File: src/rtl/bram_read_capture.sv
// bram_read_capture: BRAM read strobe, read-latency realignment and output FIFO with last-word marking.
// Ports: clk/reset (sync, active high); start_i + burst_len_i load a burst;
//   cnt_i/valid_i from the address counter drive bram_en_o/bram_addr_o;
//   bram_rdata_i returns RD_LAT cycles later; m_valid_o/m_ready_i/m_data_o/m_last_o
//   output stream; busy_o, done_o, overflow_o (sticky) and level_o status.
module bram_read_capture #(
  parameter int AWIDTH  = 8,
  parameter int DWIDTH  = 32,
  parameter int RD_LAT  = 1,
  parameter int FIFO_AW = 3
) (
  input  logic              clk,
  input  logic              reset,
  input  logic              start_i,
  input  logic [AWIDTH:0]   burst_len_i,
  input  logic [AWIDTH-1:0] cnt_i,
  input  logic              valid_i,
  output logic              bram_en_o,
  output logic [AWIDTH-1:0] bram_addr_o,
  input  logic [DWIDTH-1:0] bram_rdata_i,
  output logic              m_valid_o,
  input  logic              m_ready_i,
  output logic [DWIDTH-1:0] m_data_o,
  output logic              m_last_o,
  output logic              busy_o,
  output logic              done_o,
  output logic              overflow_o,
  output logic [FIFO_AW:0]  level_o
);
  localparam int DEPTH = 2 ** FIFO_AW;
  typedef enum logic {IDLE, RUN} state_t;
  state_t state_q, state_d;
  logic [AWIDTH:0] len_q, len_d, pcnt_q, pcnt_d;
  logic [RD_LAT-1:0] pipe_q, pipe_d;
  logic [DWIDTH:0] mem_q [DEPTH];
  logic [DWIDTH:0] mem_d [DEPTH];
  logic [FIFO_AW-1:0] wp_q, wp_d, rp_q, rp_d;
  logic [FIFO_AW:0] lvl_q, lvl_d;
  logic ovf_q, ovf_d, done_q, done_d;
  logic cand, full, pop, push, drop, last_w, fin;
  assign bram_en_o   = valid_i;
  assign bram_addr_o = cnt_i;
  assign m_valid_o   = lvl_q != '0;
  assign m_data_o    = mem_q[rp_q][DWIDTH-1:0];
  assign m_last_o    = mem_q[rp_q][DWIDTH];
  assign busy_o      = state_q == RUN;
  assign done_o      = done_q;
  assign overflow_o  = ovf_q;
  assign level_o     = lvl_q;
  // A start (fresh or restart) discards any push/pop of its own cycle and
  // flushes older pipeline stages; the current valid_i still enters stage 0.
  always_comb begin
    cand   = pipe_q[RD_LAT-1] && state_q == RUN && !start_i;
    full   = lvl_q == (FIFO_AW+1)'(DEPTH);
    pop    = m_valid_o && m_ready_i && !start_i;
    push   = cand && (!full || pop);
    drop   = cand && !push;
    last_w = pcnt_q == len_q - (AWIDTH+1)'(1);
    pipe_d = '0;
    pipe_d[0] = valid_i;
    for (int i = 1; i < RD_LAT; i++) pipe_d[i] = pipe_q[i-1] && !start_i;
    mem_d = mem_q;
    if (push) mem_d[wp_q] = {last_w, bram_rdata_i};
    wp_d   = start_i ? '0 : wp_q + FIFO_AW'(push);
    rp_d   = start_i ? '0 : rp_q + FIFO_AW'(pop);
    lvl_d  = start_i ? '0 : lvl_q + (FIFO_AW+1)'(push) - (FIFO_AW+1)'(pop);
    // Dropped words still advance the count so the last marker stays aligned.
    pcnt_d = start_i ? '0 : pcnt_q + (AWIDTH+1)'(cand);
    len_d  = start_i ? burst_len_i : len_q;
    ovf_d  = !start_i && (ovf_q || drop);
    fin    = state_q == RUN && !start_i && ((pop && m_last_o) || (drop && last_w));
    done_d = (start_i && burst_len_i == '0) || fin;
    state_d = start_i ? (burst_len_i != '0 ? RUN : IDLE) : fin ? IDLE : state_q;
  end
  always_ff @(posedge clk) begin
    if (reset) begin
      state_q <= IDLE;
      len_q   <= '0;
      pcnt_q  <= '0;
      pipe_q  <= '0;
      for (int i = 0; i < DEPTH; i++) mem_q[i] <= '0;
      wp_q    <= '0;
      rp_q    <= '0;
      lvl_q   <= '0;
      ovf_q   <= 1'b0;
      done_q  <= 1'b0;
    end else begin
      state_q <= state_d;
      len_q   <= len_d;
      pcnt_q  <= pcnt_d;
      pipe_q  <= pipe_d;
      mem_q   <= mem_d;
      wp_q    <= wp_d;
      rp_q    <= rp_d;
      lvl_q   <= lvl_d;
      ovf_q   <= ovf_d;
      done_q  <= done_d;
    end
  end
endmodule

File: config.mk
export PLATFORM = sky130hd
export DESIGN_NAME = bram_read_capture
export DESIGN_NICKNAME = d
export VERILOG_FILES = /design/src/rtl/bram_read_capture.sv
export SDC_FILE = /design/constraint.sdc
export NUM_CORES = 1
export LEC_CHECK = 0
export CAP_MARGIN = 30
export CORE_AREA = 10 10 193 195
export CTS_CLUSTER_SIZE = 25
export DETAILED_ROUTE_END_ITERATION = 16
export DIE_AREA = 0 0 203 205
export GPL_TIMING_DRIVEN = 0
export PLACE_DENSITY = 0.58
export SETUP_SLACK_MARGIN = 0.05
export SYNTH_ARGS = -nofsm -noshare
export SYNTH_HDL_FRONTEND = slang
export SYNTH_SLANG_ARGS = --single-unit
File: constraint.sdc
create_clock -name clk -period 4.05 [get_ports clk]
set_input_delay 0.81 -clock clk [delete_from_list [all_inputs] [get_ports clk]]
set_output_delay 0.81 -clock clk [all_outputs]
set_load 0.05 [all_outputs]
**Word level (Yosys, flattened, before mapping)**

Index checks and enable logic that the tools add are counted.
W data, S select, Z words.

- Flip-flop bits (word level): 296
- Latch bits: 0
- Bits in writable memories: 0
- Memory bits (read-only): 0
- Input port bits: 54
- Output and inout bits: 50
- Logic and storage cells: 64
- Memories: 0

- Add/sub/neg operators: 6
- Multipliers: 0
- Div/mod/pow operators: 0
- Order comparisons: 3
- Equality and inequality tests: 2
- Shift-type cells: 0
- Multiplexer cells: 9
- Bitwise operators: 2
- Reduce and logical (&&, ||, !) cells: 25

Operator list:

| cell | number |
|---|---|
| $bwmux W264 | 1 |
| $bmux W33 S3 | 1 |
| $demux W33 S3 | 1 |
| $mux W33 | 3 |
| $logic_and A1 B1 Y1 | 13 |
| $add A9 B1 Y9 | 1 |
| $eq A9 B9 Y1 | 1 |
| $logic_not A9 Y1 | 1 |
| $reduce_bool A9 Y1 | 1 |
| $sub A9 B1 Y9 const B | 1 |
| $ge A4 B4 Y1 const B | 2 |
| $not A3 Y4 | 2 |
| $add A3 B1 Y3 | 2 |
| $add A4 B1 Y4 | 1 |
| $eq A4 B4 Y1 const B | 1 |
| $logic_or A1 B1 Y1 | 4 |
| $lt A4 B1 Y1 const B | 1 |
| $reduce_bool A4 Y1 | 1 |
| $sub A4 B1 Y4 | 1 |
| $logic_not A1 Y1 | 3 |
| $mux W1 | 3 |
| $reduce_bool A2 Y1 | 1 |
| $reduce_or A2 Y1 | 1 |

**Logic depth before layout (Yosys ltp)**

Gate-level depths: netlist of the first run.

- Depth in word-level cells: 12
- Mapped depth: 12
- Depth with buffers taken out: 11

**Least setup slack after synthesis of the first run**

Ideal clock, no wire load.

- Path type: flip-flop to flip-flop
- Start point: register lvl_q[2] (netlist: level_o[2])
- End point: register lvl_q[2] (netlist: level_o[2])
- Library setup time: 0.128 ns
- Data arrival time: 2.730 ns
- Data required time: 3.922 ns
- Path slack: 1.193 ns
- Stages on the path, launching flop included: 11
- Clock period less this slack: 2.857 ns
- Cells stage by stage: dfxtp_1 inv_1 ha_1 or3b_2 and3_1 ha_1 inv_1 ha_1 fa_1 xnor2_1 nor2_1

- Word-level cells in the longest chain between the ends: 7
- Elaborated cells on any way between the ends: 9

Ends and longest elaborated chain:

| item | line | source |
|---|---|---|
| start: declaration | 38 | `logic [FIFO_AW:0] lvl_q, lvl_d;` |
| start signal: assignment | 95 | `lvl_q <= lvl_d;` |
| $reduce_bool A4 Y1 (*) | 43 | `assign m_valid_o = lvl_q != '0;` |
| via m_valid_o | 21 | `output logic m_valid_o,` |
| $logic_and A1 B1 Y1 (*) (2 in series) | 55 | `pop = m_valid_o && m_ready_i && !start_i;` |
| $logic_or A1 B1 Y1 | 56 | `push = cand && (!full \|\| pop);` |
| $logic_and A1 B1 Y1 | 56 |  |
| $add A4 B1 Y4 | 66 | `lvl_d = start_i ? '0 : lvl_q + (FIFO_AW+1)'(push) - (FIFO_AW+1)'(pop);` |
| $sub A4 B1 Y4 (*) | 66 |  |

Mark *: on every way through the listed nets, which the timed path passes. The rest lies on a longest branch.
A chain may end at the register's enable or synchronous reset.

**Worst setup path in the final report of the first run**

- Start point: register rp_q[1]
- End point: output m_data_o[26]

- Word-level cells in the longest chain between the ends: 4

Ends and longest elaborated chain:

| item | line | source |
|---|---|---|
| start: declaration | 37 | `logic [FIFO_AW-1:0] wp_q, wp_d, rp_q, rp_d;` |
| start signal: assignment | 94 | `rp_q <= rp_d;` |
| $not A3 Y4 (not written as such) | 44 | `assign m_data_o = mem_q[rp_q][DWIDTH-1:0];` |
| $bmux W33 S3 | 44 |  |
| $mux W33 (2 in series) | -- |  |
| end: declaration | 23 | `output logic [DWIDTH-1:0] m_data_o,` |

No other way between the ends. The select of a mux whose other input is x is not followed.

==> qor.yml, run 1 <==
synth:
  syn_inst: 1504
  synth_warnings: 0
  async_flop_share: 0
  synthDistinctLibCells: 51
  ys_ff_latch: 296
  seq_area_frac_synth: 0.452
  syn_avg_cell_area_um2: 8.72
  syn_nets: 1572
  netlist_area_um2: 13100
  synthFlopType: "dfxtp_1"
  synth_edf_count: 0
worst_setup_path:
  critPathRequiredTime_ps: 3240
  critPathMaxFanout: 10
  critPathKind: "flip-flop to output port"
  startpoint_type: "flip-flop"
  crit_path_end_kind: "output port"
  crit_arrival_ps: 3040
pwr:
  share_comb_of_total_power: 0.056
  power_density_nw_per_um2: 405
  finalPower_mw: 6.23
  ir_drop_uv: 291
  switching_share: 0.235
  p_sw_mw: 1.47
  seqPwrFrac: 0.472
  clock_power_share: 0.472
  p_int_mw: 4.77
  total_leakage_power_nw: 5.51
global_routing:
  grt_pass1_vias: 10700
  grt_max_degree: 13
  grt_first_pass_wirelength_um: 60700
  grt-ovfl-total: 0
  grtUsageTotal: 0.186
  antenna_found_initial: 1
clock_tree:
  post_cts.repair.setup_buffers: 0
  cts_hold_buf: 0
  clkTransAtPathRegs_ps: 50
  h-tree-depth: 2
  cts-root-buf: "clkbuf_16"
  insertion_delay_ps: 520
  cts_buffers: 34
  cts_tree: "yes"
  cts.path.max_buffers: 3
  cts.sinks: 296
placement:
  io_buffers: 62
  dp_hpwl_um: 27400
  gp_congestion: 0.822
  postPlaceCellArea_um2: 14300
  dp.cells: 2014
sta:
  skew_ps: 16.3
  timing.hold.ws_ps: 452
  rsz0062_at_grt: "false"
  min_period_over_period: 0.950
  hold_viol: 0
  maxSlewHeadroom: 0.398
  maxSlewViolCount: 0
  fmax_mhz: 260
  tightest_slew_ps: 903
  setup_viol: 0
  min_period_ps: 3850
  finalSetupTns_ps: 0
drt:
  maxUsedRoutingLayer: "met4"
  drc_errors: 0
  met1_length_um: 17400
  num_vias: 10900
  wl_met2_um: 19000
  wl_met3_um: 2410
  wl_per_cell_um: 19.1
  first_pass_iters: 5
  ant_nets: 0
  via_per_inst: 5.25
  finalWirelength_um: 39600
  drt_iter0_markers: 977
layout:
  area_delta_synth_final_pct: 17.3
  layout.nets: 1670
  fillers: 3231
  drive_gt1_frac: 0.159
  fin_cells: 2075
  fin_area_um2: 15400
floorplan:
  rows: 67
  die_area_um2: 41600
  start_util: 0.394
  io_pins: 104
  core_area_um2: 33300
  chipHeight_um: 205
  die_w_um: 203
flow_run:
  cap_violations: 0
worst_hold_path:
  holdCritPathClass: "flip-flop to flip-flop"
outcome:
  status: "completed"
## metal layers
layer  global-route usage  up-vias
met4               0.0525        0
met1                0.238     5275
met5                    0        -
met2                0.319      320
li1                     -     5238
met3               0.0295       63
## worst max-delay path: stages (launching register included)
cell and delay, ps:
dfxtp_1 430, clkbuf_4 330, buf_4 280, buf_2 390, mux4_2 380, mux2_2 290, dlygate4sd2_1 430
## registers in the layout (all words and copies together), names as in the netlist
register	count
mem_q	264
len_q	9
pcnt_q	9
level_o	4
rp_q	3
wp_q	3
busy_o	1
done_o	1
overflow_o	1
pipe_q	1
## power by group through the flow
stage,clock network (mW),registers (mW),logic (mW)
5_1_grt,3.11,2.94,0.372
4_1_cts,2.98,2.94,0.349
2_1_floorplan,0,3.01,0.227
6_report,2.94,2.94,0.347
3_3_place_gp,0,3.00,0.348
3_5_place_dp,0,3.00,0.351
## worst paths after layout
| check | start | to | slack, ps | cells after the start |
|---|---|---|---|---|
| worst min-delay path | mem_q[263] | mem_q[263] | 450 | 2 |
| worst min register to register | mem_q[263] | mem_q[263] | 450 | 2 |
| worst max-delay path | rp_q[1] | m_data_o[26] | 200 | 6 |
| worst max register to register | level_o[2] | level_o[2] | 1490 | 11 |
## stage by stage
step / utilization / setup slack, ps
after floorplan: - / 1190
after global placement: 0.430 / -74.3
after detailed placement: 0.430 / -62.5
after CTS: 0.461 / -110
after global routing: 0.462 / 127
final: 0.462 / 202
## area by class of cell
class,count,area [µm²],share of cell area
Sequential cell,296,5930,0.385
Inverter,12,45.0,0.00293
Timing Repair Buffer,62,617,0.0401
Clock inverter,7,53.8,0.00350
Antenna cell,1,2.50,0.000163
Multi-Input combinational cell,1045,6300,0.410
Tap cell,448,561,0.0364
Buffer,151,866,0.0563
Clock buffer,53,1010,0.0658
## cell families (layout without fill, tap and decap cells)
kind of cell	count (synthesis)	count (layout)	synth area share
DFF	296	296	0.452
AOI/OAI and AO/OA	292	292	0.116
other	0	1	0
xor gates and xnor gates	18	18	0.0120
buffers and inverters	163	285	0.0679
and+or+nand+nor	613	613	0.190
muxes	108	108	0.148
adders and majority gates	14	14	0.0139
## layout by cell type, fill, tap and decap left out, types with 6 or more instances in the layout
master           instances
a21oi_1                273
and2_1                   8
and3_1                   8
buf_2                   44
buf_4                   43
buf_6                   10
clkbuf_1                59
clkbuf_16               34
clkbuf_8                 9
clkdlybuf4s50_1         32
dfxtp_1                296
dlygate4sd2_1           21
dlymetal6s2s_1           9
ha_1                    13
inv_1                   11
mux2_2                  33
mux2i_1                  9
mux4_2                  66
nand2_1                524
nand3_1                 10
nand4_1                 10
nor2_1                  25
or3_1                    6
xnor2_1                  9
xor2_1                   9
## synthesized netlist by cell type (all sizes together), types with 2 or more instances
library cell	n	share of area
nand4	10	0.0048
nand3	10	0.0038
mux4	66	0.11
and3	8	0.0038
o211a	2	0.0015
o21ai	3	0.0011
inv	11	0.0031
a21oi	273	0.10
o31ai	3	0.0017
dfxtp	296	0.45
ha	13	0.012
mux2	33	0.028
or3	6	0.0029
nand2b	2	0.00095
nand2	524	0.15
and2	8	0.0038
buf	102	0.050
mux2i	9	0.0069
xnor2	9	0.0060
a221o	2	0.0015
or3b	2	0.0013
xor2	9	0.0060
nor3	6	0.0034
clkbuf	49	0.014
nor4	3	0.0031
nor2b	3	0.0014
nor2	25	0.0072
## repair_timing
item                       4_1_cts  5_1_grt
setup endpoints to repair       32        9
pin swaps                        0        0
gates resized for setup         29       11
Power figures use the tool's default switching activity.
==> run 2, diff against run 1 <==
ABC_CLOCK_PERIOD_IN_PS = 4050   (was not set)
RECOVER_POWER = 100   (was not set)
==> run 2 against run 1 <==
Effect of this change: critical path depth unchanged; clock skew up 0.66 ps; routed wire length up 0.38%; critical path type unchanged; clock power about the same; sequential cell count unchanged; sequential power about the same; non-clock buffer count unchanged; register-to-register slack worse by 770 ps; die area unchanged; power about the same; global-route usage unchanged.
==> qor.yml, run 2 (synthesis gave the netlist of run 1 again) <==
pwr:
  switching_share: 0.236  # +0.000296
  p_sw_mw: 1.47  # about the same
  share_comb_of_total_power: 0.055  # about the same
  p_int_mw: 4.76  # -0.10%
  ir_drop_uv: 293  # +0.59%
  clock_power_share: 0.473  # about the same
  seqPwrFrac: 0.472  # about the same
  total_leakage_power_nw: 5.34  # -3.0%
  power_density_nw_per_um2: 408  # +0.76%
layout:
  reg_top3: "mem_q x264, len_q x9, pcnt_q x9"
  drive_gt1_frac: 0.138  # -0.0209
  layout_commonest_cell: "nand2_1"
  regMostFlops: "mem_q"
  largest_register_ffs: 264  # unchanged
  area_delta_synth_final_pct: 16.3
  fin_area_um2: 15300  # -0.82%
  layout.nets: 1670  # unchanged
  fin_util: 0.459  # -0.00380
  layout_common_cells: "nand2_1 (524), dfxtp_1 (296), a21oi_1 (273), clkbuf_1 (93), mux4_2 (66)"
floorplan:
  rows: 67  # unchanged
  die_w_um: 203  # unchanged
  start_util: 0.394  # unchanged
  die_area_um2: 41600  # unchanged
  io_pins: 104  # unchanged
  chipHeight_um: 205  # unchanged
  core_area_um2: 33300  # unchanged
worst_setup_path:
  cp_slowest_stage_delay_ps: 440  # about the same
  critPathKind: "flip-flop to output port"
  critPathMaxFanout: 10  # unchanged
  worst_path_max_delay_cell: "dlygate4sd2_1"
  crit_arrival_ps: 3060  # +20 ps
  crit_path_end_kind: "output port"
  critPathRequiredTime_ps: 3240  # about the same
  crit_chain: "clkbuf_4, buf_4, buf_2, mux4_2, mux2_1, dlygate4sd2_1"
  startpoint_type: "flip-flop"
sta:
  tightest_slew_ps: 1350  # +447 ps
  min_period_ps: 3870  # +25.5 ps
  finalSetupTns_ps: 0  # unchanged
  min_period_over_period: 0.956  # +0.00630
  rsz0062_at_grt: "false"
  maxSlewViolCount: 0  # unchanged
  fmax_mhz: 258  # -0.66%
  maxSlewHeadroom: 0.0918  # -0.306
  setup_viol: 0  # unchanged
  skew_ps: 16.9  # +0.655 ps
  hold_viol: 0  # unchanged
global_routing:
  grt_max_degree: 13  # unchanged
  grt-ovfl-total: 0  # unchanged
  antenna_found_initial: 1  # unchanged
  grtUsageTotal: 0.186  # unchanged
  grt_pass1_vias: 10700  # unchanged
  grt_first_pass_wirelength_um: 60700  # unchanged
drt:
  finalWirelength_um: 39800  # +0.38%
  first_pass_iters: 6  # +1
  num_vias: 10900  # +0.037%
  drc_errors: 0  # unchanged
  wl_per_cell_um: 19.2  # +0.38%
  ant_nets: 0  # unchanged
  drt_iter0_markers: 953  # -2.5%
  via_per_inst: 5.25  # about the same
placement:
  gp_congestion: 0.822  # unchanged
  postPlaceCellArea_um2: 14300  # unchanged
  dp_hpwl_um: 27400  # unchanged
  io_buffers: 62  # unchanged
clock_tree:
  cts.path.max_buffers: 3  # unchanged
  h-tree-depth: 2  # unchanged
  clkTransAtPathRegs_ps: 50  # about the same
  post_cts.repair.setup_buffers: 0  # unchanged
  cts-root-buf: "clkbuf_16"
  cts_tree: "yes"
  insertion_delay_ps: 520  # about the same
  cts_buffers: 34  # unchanged
  cts.sinks: 296  # unchanged
worst_hold_path:
  holdCritPathClass: "flip-flop to flip-flop"
flow_run:
  cap_violations: 0  # unchanged
outcome:
  status: "completed"
==> run 2: cell count changes in the layout (fill, tap and decap cells not counted), moves of 2 or more <==
cell / previous run / this run
and2_0: 0 / 2
and2_1: 8 / 6
buf_2: 44 / 15
buf_6: 10 / 6
clkbuf_1: 59 / 93
clkbuf_2: 0 / 4
clkdlybuf4s50_1: 32 / 11
dlygate4sd3_1: 0 / 21
dlymetal6s2s_1: 9 / 5
nor3_1: 3 / 6
nor3_2: 3 / 0
==> run 2: critical path: cells and delay by family, from the launching register on <==
kind,cells,cell delay (ps)
buf+inv,4,1420
mux,2,720
flops,1,410
==> run 2: layer usage <==
metal | GRT usage | routed length [µm] | up-vias
met5 | 0 | 0 | -
met4 | 0.0525 | 820 | 0
met3 | 0.0295 | 2550 | 62
met2 | 0.319 | 19200 | 330
met1 | 0.238 | 17300 | 5274
li1 | - | - | 5234
==> run 2: path summary, 6_finish.rpt <==
path         slack (ps)  cells past startpoint       start           to
max                 180                      6     rp_q[1]  m_data_o[2]
min reg2reg         450                      2  overflow_o   overflow_o
max reg2reg         720                      9  level_o[2]   mem_q[262]
min                 450                      2  overflow_o   overflow_o
==> run 2: metrics by stage <==
stage,setup WS (ps),power [mW],cells,hold WS [ps]
CTS,-110,6.27,2074,451
detailed placement,-62.5,3.36,2014,444
floorplan,1190,3.23,1504,429
global placement,-74.3,3.35,2014,438
global route,77.8,6.42,2074,468
finish,176,6.23,2075,450
==> run 2: area by class of cell <==
cell class              count  area, µm²
diodes                      1       2.50
multi-input cells        1045       6270
clock inverters             7       53.8
clock buffers              53       1010
fillers                  3252      18000
well taps                 448        561
repair buffers             62        582
plain buffers             151        805
flip-flops and latches    296       5930
inverters                  12       45.0
==> run 2: timing repair <==
item                       in CTS  in global routing
hold buffers                    0                  0
hold endpoints to repair        0                  0
setup endpoints to repair      32                  9
gates resized for setup        29                 11
==> run 2: power groups by stage <==
stage                     Sequential [mW]  Combinational, mW  Clock [mW]
after floorplan                      3.01              0.227           0
after global placement               3.00              0.348           0
after detailed placement             3.00              0.351           0
after CTS                            2.94              0.349        2.98
after global routing                 2.94              0.367        3.11
final                                2.94              0.342        2.94
==> run 3, diff against run 2 <==
ABC_CLOCK_PERIOD_IN_PS = 3100   (was 4050)
CELL_PAD_IN_SITES_DETAIL_PLACEMENT = 0   (was not set)
CELL_PAD_IN_SITES_GLOBAL_PLACEMENT = 1   (was not set)
PLACE_DENSITY = 0.75   (was 0.58)
clock period = 3.1 ns   (was 4.05 ns; I/O delays follow)
==> run 3 against run 2 <==
Effect of this change: combinational power up 31%; via count down 1.5%; worst hold slack lost 50 ps; sequential share of layout area shrank 0.14 points; first-iteration DRC count fell by 21%; non-clock buffer count stayed put.
==> qor.yml, run 3 (synthesis gave the netlist of run 1 again) <==
drt:
  wl_met3_um: 2150  # -16%
  drc_errors: 0  # unchanged
  wl_met2_um: 19400  # +1.3%
  via_per_inst: 5.18  # -1.3%
  num_vias: 10700  # -1.5%
  ant_nets: 0  # unchanged
  maxUsedRoutingLayer: "met4"
  first_pass_iters: 7  # +1
  finalWirelength_um: 40100  # +0.69%
  wl_per_cell_um: 19.3  # +0.89%
  drt_iter0_markers: 752  # -21%
  met1_length_um: 17500  # +1.7%
clock_tree:
  cts_tree: "yes"
  cts.sinks: 296  # unchanged
  h-tree-depth: 2  # unchanged
  cts_buffers: 34  # unchanged
  insertion_delay_ps: 510  # about the same
  clkTransAtPathRegs_ps: 60  # about the same
  cts-root-buf: "clkbuf_16"
  cts.path.max_buffers: 3  # unchanged
layout:
  regMostFlops: "mem_q"
  layout_commonest_cell: "nand2_1"
  diodes: 0  # -1
  fillers: 3310  # +1.8%
  layout_common_cells: "nand2_1 (524), dfxtp_1 (294), a21oi_1 (273), mux4_2 (66), clkbuf_1 (66)"
  seq_area_um2: 5930  # about the same
  drive_gt1_frac: 0.175  # +0.0366
  area_delta_synth_final_pct: 16.8
  multi_input_comb_area_um2: 6290  # +0.26%
  fin_cells: 2071  # -0.19%
  largest_register_ffs: 264  # unchanged
  layout.nets: 1670  # unchanged
  reg_top3: "mem_q x264, len_q x9, pcnt_q x9"
sta:
  fmax_mhz: 332
  hold_viol: 0  # unchanged
  rsz0062_at_grt: "true"
  tightest_slew_ps: 825  # -525 ps
  setup_slack_ps: 84.3  # -91.9 ps
  setup_viol: 0  # unchanged
  skew_ps: 12.2  # -4.70 ps
  maxSlewViolCount: 0  # unchanged
  maxSlewHeadroom: 0.445  # +0.354
  min_period_over_period: 0.973
  min_period_ps: 3020
floorplan:
  start_util: 0.394  # unchanged
  io_pins: 104  # unchanged
  die_w_um: 203  # unchanged
  core_area_um2: 33300  # unchanged
  die_area_um2: 41600  # unchanged
  rows: 67  # unchanged
  chipHeight_um: 205  # unchanged
worst_hold_path:
  min_from: "bram_rdata_i[11]"
  holdCritPathClass: "input port to flip-flop"
pwr:
  finalPower_mw: 8.24  # +32%
  total_leakage_power_nw: 5.31  # -0.53%
  power_density_nw_per_um2: 538  # +32%
  ir_drop_uv: 352  # +20%
worst_setup_path:
  critPathRequiredTime_ps: 2480  # -760 ps
  crit_path_end_kind: "output port"
  crit_arrival_ps: 2400  # -660 ps
  startpoint: "rp_q[1]"
  r2r_start: "level_o[2]"
  worst_path_max_delay_cell: "dfxtp_2"
  critPathKind: "flip-flop to output port"
  critPathMaxFanout: 10  # unchanged
  crit_top_cell: "buf_8"
  crit_chain: "buf_8, buf_8, buf_6, mux4_2, mux2_2, clkbuf_2"
  startpoint_type: "flip-flop"
  cp_slowest_stage_delay_ps: 390  # -50 ps
outcome:
  status: "completed"
placement:
  dp_hpwl_um: 27600  # +0.60%
  pre_cts_slack_ps: -901  # -839 ps
  gp_congestion: 0.815  # -0.75%
  io_buffers: 62  # unchanged
  dp.cells: 2014  # unchanged
global_routing:
  grt_first_pass_wirelength_um: 62100  # +2.2%
  grtUsageTotal: 0.190  # +0.00341
  grt-ovfl-total: 0  # unchanged
  grt_pass1_vias: 10700  # +0.26%
  grt_max_degree: 13  # unchanged
  antenna_found_initial: 1  # unchanged
flow_run:
  cap_violations: 0  # unchanged
==> run 3: cell count changes in the layout (fill, tap and decap cells not counted), sizes merged, moves of 2 or more <==
cell / before / now
buf: 66 / 88
clkbuf: 142 / 146
clkinv: 6 / 4
dlygate4sd2: 21 / 1
dlygate4sd3: 21 / 18
dlymetal6s2s: 5 / 0
==> run 3: final timing paths <==
check                                    to  slack [ps]  cells past startpoint
worst max-delay path            m_data_o[2]          80                      6
worst min-delay path             mem_q[143]         400                      3
worst max register to register   mem_q[260]         350                      9
worst min register to register   overflow_o         450                      2
==> run 3: report_power, final <==
| group | switching (mW) | internal [mW] | total [mW] | leakage (nW) |
|---|---|---|---|---|
| Combinational | 0.306 | 0.142 | 0.448 | 2.38 |
| Sequential | 0.0176 | 3.82 | 3.84 | 2.39 |
| Clock | 1.57 | 2.38 | 3.95 | 0.542 |
| Total | 1.89 | 6.35 | 8.24 | 5.31 |
==> run 3: routing by layer <==
metal / up-vias / track usage
met4: 0 / 0.0562
met1: 5149 / 0.238
li1: 5233 / -
met2: 284 / 0.323
met5: - / 0
met3: 69 / 0.0368
==> run 3: area by class of cell <==
type	instances	area share
Timing Repair Buffer	62	0.0304
Sequential cell	296	0.387
Clock inverter	5	0.00351
Tap cell	448	0.0366
Clock buffer	52	0.0678
Multi-Input combinational cell	1045	0.410
Inverter	12	0.00294
Buffer	151	0.0615
==> run 3: through the flow <==
step                hold slack [ps]  utilization  setup TNS, ps  area [µm²]
floorplan                       429            -              0       13100
global placement                438        0.430         -24260       14300
detailed placement              445        0.430         -30780       14300
CTS                             394        0.461              0       15400
global route                    398        0.461              0       15300
finish                          399        0.461              0       15300
==> run 3: critical path, delay by kind of cell, from the launching register on <==
| kind | cells | cell delay (ps) |
|---|---|---|
| buffers and inverters | 4 | 850 |
| muxes | 2 | 640 |
| DFF | 1 | 390 |
==> run 3: what timing repair did <==
item                       4_1_cts  5_1_grt
hold buffers                     0        0
gates resized for setup        195        8
setup buffers                    0        0
pin swaps                        0        0
setup endpoints to repair       33       26
